### src/rtl/game_ctrl.sv
// game_ctrl: falling-block game controller (FSM, key edges, gravity timer, piece RNG, score/level)
module game_ctrl #(
    parameter int GRAVITY_INIT = 1000,
    parameter int GRAVITY_STEP = 64,
    parameter int GRAVITY_MIN  = 128
) (
    input  logic        clk,
    input  logic        rst_n,
    input  logic        start,
    input  logic        btn_left,
    input  logic        btn_right,
    input  logic        btn_down,
    input  logic        btn_rot,
    input  logic        next_block,
    input  logic [9:0]  score_plus,
    input  logic        gameover,
    output logic        left,
    output logic        right,
    output logic        down,
    output logic [9:0]  ro,
    output logic [9:0]  block_num,
    output logic [15:0] score,
    output logic [3:0]  level,
    output logic [1:0]  state
);
    typedef enum logic [1:0] {IDLE = 2'd0, PLAY = 2'd1, OVER = 2'd2} state_t;
    state_t             r_state, w_next;
    logic [4:0]         r_prev;
    logic               w_start_e, w_left_e, w_right_e, w_down_e, w_rot_e;
    logic               w_play, w_enter, w_move, w_expire, w_load, w_fb;
    logic               r_left, r_right, r_down;
    logic [1:0]         r_ro;
    logic [2:0]         r_blk;
    logic [15:0]        r_score, r_lfsr;
    logic [16:0]        w_sum;
    logic [31:0]        r_grav;
    logic signed [31:0] w_raw, w_period;

    assign {w_start_e, w_left_e, w_right_e, w_down_e, w_rot_e} =
        {start, btn_left, btn_right, btn_down, btn_rot} & ~r_prev;
    assign w_play  = r_state == PLAY;
    assign w_enter = r_state == IDLE && w_start_e;
    assign w_move  = w_play && !gameover;
    assign w_load  = w_enter || (w_play && next_block);
    assign w_sum   = {1'b0, r_score} + {7'd0, score_plus};
    assign w_fb    = r_lfsr[0] ^ r_lfsr[2] ^ r_lfsr[3] ^ r_lfsr[5];
    assign level    = (r_score[15:12] != 4'd0) ? 4'd15 : r_score[11:8];
    assign w_raw    = GRAVITY_INIT - $signed({28'd0, level}) * GRAVITY_STEP;
    assign w_period = (w_raw < GRAVITY_MIN) ? GRAVITY_MIN : w_raw;
    // >= rather than == so a period shrinking below the running count still expires at once
    assign w_expire = w_play && (r_grav >= $unsigned(w_period - 1));
    assign left      = r_left;
    assign right     = r_right;
    assign down      = r_down;
    assign ro        = {8'd0, r_ro};
    assign block_num = {7'd0, r_blk};
    assign score     = r_score;
    assign state     = r_state;

    // next-state logic; the unused encoding falls back to IDLE
    always_comb begin
        w_next = r_state;
        case (r_state)
            IDLE:    if (w_start_e) w_next = PLAY;
            PLAY:    if (gameover) w_next = OVER;
            OVER:    if (w_start_e) w_next = IDLE;
            default: w_next = IDLE;
        endcase
    end

    // state register, key history for edge detection, free-running LFSR
    always_ff @(posedge clk or negedge rst_n) begin
        if (!rst_n) begin
            r_state <= IDLE;
            r_prev  <= 5'd0;
            r_lfsr  <= 16'hACE1;
        end else begin
            r_state <= w_next;
            r_prev  <= {start, btn_left, btn_right, btn_down, btn_rot};
            r_lfsr  <= {w_fb, r_lfsr[15:1]};
        end
    end

    // move pulses; opposing left/right edges cancel, key and gravity drops merge
    always_ff @(posedge clk or negedge rst_n) begin
        if (!rst_n) begin
            r_left  <= 1'b0;
            r_right <= 1'b0;
            r_down  <= 1'b0;
        end else begin
            r_left  <= w_move && w_left_e && !w_right_e;
            r_right <= w_move && w_right_e && !w_left_e;
            r_down  <= w_move && (w_down_e || w_expire);
        end
    end

    // rotation, piece id and saturating score; a new piece resets rotation
    always_ff @(posedge clk or negedge rst_n) begin
        if (!rst_n) begin
            r_ro    <= 2'd0;
            r_blk   <= 3'd0;
            r_score <= 16'd0;
        end else begin
            r_ro    <= w_load ? 2'd0 : (w_play && w_rot_e) ? r_ro + 2'd1 : r_ro;
            r_blk   <= !w_load ? r_blk : (r_lfsr[2:0] == 3'd7) ? 3'd0 : r_lfsr[2:0];
            r_score <= w_enter ? 16'd0 : !(w_play && next_block) ? r_score :
                       w_sum[16] ? 16'hFFFF : w_sum[15:0];
        end
    end

    // gravity counter: runs only in PLAY, restarts on a new piece or a new game
    always_ff @(posedge clk or negedge rst_n) begin
        if (!rst_n)
            r_grav <= 32'd0;
        else if (w_enter)
            r_grav <= 32'd0;
        else if (w_play)
            r_grav <= (next_block || w_expire) ? 32'd0 : r_grav + 32'd1;
    end
endmodule

### config.mk
export PLATFORM = sky130hd
export DESIGN_NAME = game_ctrl
export DESIGN_NICKNAME = d
export VERILOG_FILES = /design/src/rtl/game_ctrl.sv
export SDC_FILE = /design/constraint.sdc
export NUM_CORES = 1
export LEC_CHECK = 0
export BUFFER_PORTS_ARGS = -buffer_cell sky130_fd_sc_hd__buf_2
export CAP_MARGIN = 20
export CELL_PAD_IN_SITES_DETAIL_PLACEMENT = 1
export CELL_PAD_IN_SITES_GLOBAL_PLACEMENT = 2
export CORE_MARGIN = 5
export CORE_UTILIZATION = 29
export DETAILED_ROUTE_END_ITERATION = 7
export GPL_TIMING_DRIVEN = 0
export PLACE_DENSITY_LB_ADDON = 0.1
export SYNTH_ARGS = -nofsm -noshare
export SYNTH_HDL_FRONTEND = slang
export SYNTH_SLANG_ARGS = --single-unit
### constraint.sdc
create_clock -name clk -period 5.9 [get_ports clk]
set_input_delay 1.77 -clock clk [delete_from_list [all_inputs] [get_ports clk]]
set_output_delay 1.77 -clock clk [all_outputs]
set_load 0.03 [all_outputs]
==> reports/summary.md <==
### Yosys
* 62 — distinct cell type count of the synthesized netlist
* dfrtp_1 — most used flip-flop cell after synthesis
* 0.379 — top cell type's share of synthesized area
* 0.0133 — multiplexer area fraction after synthesis
* 79 — FF+latch count, synth
* 0 — EDFF count, synth
* 1.00 — fraction of synthesis flops using an asynchronous set or reset pin
* 0.217 — simple-gate area share of the yosys netlist
* 9.58 um^2 — Mean Syn Cell Area
* 0.00469 mm^2 — Synth Cell Area
* 0.161 — complex-gate fraction of the synthesized area
* dfrtp_1 — post-synth top area cell
* simple AND/OR/NAND/NOR gates — main combinational cell family by area after synthesis
* 490 — number of instances in the synthesized netlist
* dfrtp_1 — dominant cell by count in the synthesized netlist
* 0.108 — Synth Area in Adders
* 71 x dfrtp_1, 66 x nand2_1, 47 x nand3_1 — leading post-synthesis cells by instance count
* 0.0224 — area share of xor/xnor cells in the synthesized design
* 0.423 — sequential-to-total area share from yosys stat
* dfrtp_1 38%, ha_1 10%, nand2_1 5.3%, nand3_1 5.0%, dfstp_2 4.5% — dominant cells by area after synthesis
* 0 — count of yosys warnings during synthesis

### Outcome
* finished, final reports clean — result of the run

### Floorplanning
* 46 — standard-cell row count
* 0.0159 mm^2 — Core Box Area
* 64 — number of primary I/O pins
* 137 um — Die Span Y
* 0.0188 mm^2 — floorplan die area
* 137 um — die width
* 0.295 — starting density of the core

### Cells and area
* 0.00259 mm^2 — area of the multi-input gates
* 0.193 — fraction of final layout cells sized beyond drive strength 1
* 1887 — fill cell total of the finished layout
* 21.5% — Syn-to-layout area delta
* 645 — Net count, final
* 0.00199 mm^2 — FF/Latch Area
* 0 — n_diodes
* 0.359 — core utilization of the finished layout

### Clock network
* 0 — Resized Gates After CTS
* 0 — hold buffer count at cts
* 9 — TritonCTS buffer count
* 79 — number of sinks on the clock net
* 3 — CTS H-tree lvls
* clkbuf_16 — Root Buffer
* 0 — number of buffers inserted by post-CTS setup repair
* 0.35 ns — worst-skew pair later-pin latency
* 2 — Bufs on Longest Clock Path
* 0.07 ns — Clk pin slew, worst setup/hold paths
* done — CTS tree

### Worst hold path
* r_lfsr[10]$_DFF_PN1_ — Min-Delay Endpoint
* 0 — Min-Delay Path Depth
* flop to flop — path category of the worst min-delay check
* r_lfsr[11]$_DFF_PN1_ — startpoint of the most critical hold path

### Route
* 91 — count of routing violations after the opening detailed-route iteration
* 4 — first drt pass iteration count
* 13.1 mm — Total Routed Length
* 4.95 — number of vias per cell after detailed routing
* 0 — number of nets with antenna violations after routing
* 3995 — number of vias after detailed routing
* 0 — DRC violation count after routing
* 16.2 um — WL per Instance

### Critical path
* 3.96 ns — Critical Path AT
* 6.16 ns — data required time of the critical path
* 12 — worst-case reg-to-reg path depth
* flop — Critical Path End Type
* 10 — Max FO, Critical Path
* 2.31 ns — flop-to-flop setup slack
* r_grav[9]$_DFFE_PN0P_ — endpoint of the most critical register-to-register path
* primary input — Worst Setup Start Kind
* score[13]$_DFFE_PN0P_ — launch instance of the worst register-to-register path
* primary input to flop — category of the most critical setup path

### STA
* no — unrepaired setup endpoints after global routing
* 2.20 ns — slack of the critical path
* 0 — setup-violating endpoint count in the final report
* 0.0127 ns — Worst Skew
* 270 MHz — maximum achievable frequency
* 0.492 — worst slew margin relative to its limit
* 0.627 — final period utilization
* 0 — count of final max-slew check failures
* 0 — final-report hold violation count
* 0 ns — total negative slack for setup checks
* 3.70 ns — crit path time final
* 0.755 ns — slew at the pin closest to its max-slew limit

### Pwr
* 0.193 mV — worst IR drop on VDD
* 324 mW/mm^2 — P per Cell Area
* 2.70 nW — P_leak

### Placement
* 0.787 — routability congestion estimate from global placement
* 9.66 mm — half-perimeter wire length after placement
* 1.82 ns — Setup Slack @ Placement
* 48 — Buffers on Ports

### GRT
* 66 — pin count of the biggest net entering global routing
* 0.150 — Total GRT Usage
* 0 — leftover overflow at the end of global routing
* 22.2 mm — wire length of the first global-routing pass
* 1 — antenna violations before repair
* 4269 — number of global-route vias before repair

### Job
* 0 — # Max-Cap Violations

-- kinds of logic (layout without fill, tap and decap cells) --
| kind of cell | after synthesis | after routing |
|---|---|---|
| muxes | 6 | 6 |
| xor gates and xnor gates | 12 | 12 |
| and+or+nand+nor | 200 | 200 |
| adders and majority gates | 40 | 40 |
| other | 2 | 37 |
| AOI/OAI and AO/OA | 106 | 106 |
| DFF | 79 | 79 |
| buffers and inverters | 45 | 111 |
-- critical path, stage by stage --
cell	delay (ns)
buf_2	0.08
ha_1	0.16
inv_1	0.05
fa_1	0.40
nor2b_1	0.13
o21a_1	0.14
o21ai_1	0.15
a21o_1	0.22
a21oi_2	0.23
nand3_1	0.22
buf_2	0.29
o211ai_1	0.11
-- sequential cells by signal (all words and copies together), names as in the netlist --
| register | count |
|---|---|
| r_lfsr | 16 |
| left | 1 |
| r_ro | 2 |
| right | 1 |
| state | 2 |
| r_grav | 32 |
| r_blk | 3 |
| score | 16 |
| r_prev | 5 |
| down | 1 |
-- power by group --
group | internal [mW] | total [mW] | leakage [nW] | switching, mW
sequential | 0.586 | 0.628 | 1.05 | 0.0423
combinational | 0.196 | 0.585 | 1.48 | 0.389
clock | 0.380 | 0.635 | 0.163 | 0.255
total | 1.16 | 1.85 | 2.70 | 0.687
-- area by class of cell --
type                            instances  area share
Buffer                                 32      0.0349
Clock buffer                            9      0.0395
Clock inverter                          7      0.0187
Inverter                               13     0.00856
Multi-Input combinational cell        401       0.454
Sequential cell                        79       0.348
Tap cell                              216      0.0474
Timing Repair Buffer                   50      0.0483
-- worst max-delay path by stage --
stage                     startpoint                    end  slack, ns  depth (start not counted)
3_3_place_gp   score[13]$_DFFE_PN0P_  r_grav[9]$_DFFE_PN0P_       1.66                         11
5_1_grt        score[13]$_DFFE_PN0P_  r_grav[5]$_DFFE_PN0P_       1.97                         12
3_5_place_dp           score_plus[0]   score[6]$_DFFE_PN0P_       1.82                         12
4_1_cts                score_plus[0]   score[6]$_DFFE_PN0P_       2.18                         12
6_report               score_plus[0]   score[6]$_DFFE_PN0P_       2.20                         12
2_1_floorplan          score_plus[0]   score[6]$_DFFE_PN0P_       2.36                         11
-- layer usage --
layer | vias up | share of wire | GRT usage
met5 | - | 0.0015 | 0
met4 | 2 | 0.0089 | 0.0349
met3 | 10 | 0.034 | 0.0383
met2 | 55 | 0.49 | 0.253
met1 | 1982 | 0.46 | 0.193
li1 | 1946 | - | -
-- through the flow --
stage / total power, mW / area, um^2 / cells / hold slack, ns
floorplan: 1.05 / 4820 / 525 / 0.331
global placement: 1.22 / 5340 / 789 / 0.339
detailed placement: 1.23 / 5370 / 791 / 0.341
CTS: 1.88 / 5700 / 807 / 0.358
global route: 1.96 / 5700 / 807 / 0.364
finish: 1.85 / 5700 / 807 / 0.357
-- layout by cell type, fill, tap and decap left out, drive strengths merged, types with 4 or more instances in the layout --
cell	synthesis	routed
o21a	5	5
xnor2	8	8
a21oi	31	31
clkbuf	9	18
nor4	5	5
nand2b	10	10
and3	4	4
ha	39	39
o21ai	15	15
nor3	10	10
and2	4	4
dfstp	8	8
inv	13	18
or3	7	7
buf	23	73
mux2i	4	4
conb	2	37
xor2	4	4
nor2	21	21
a21o	7	7
nand2	66	66
dfrtp	71	71
o211ai	6	6
o311ai	18	18
nand3	50	50
a22oi	4	4
nand4	14	14
No activity file was read; power rests on OpenSTA's default activity.
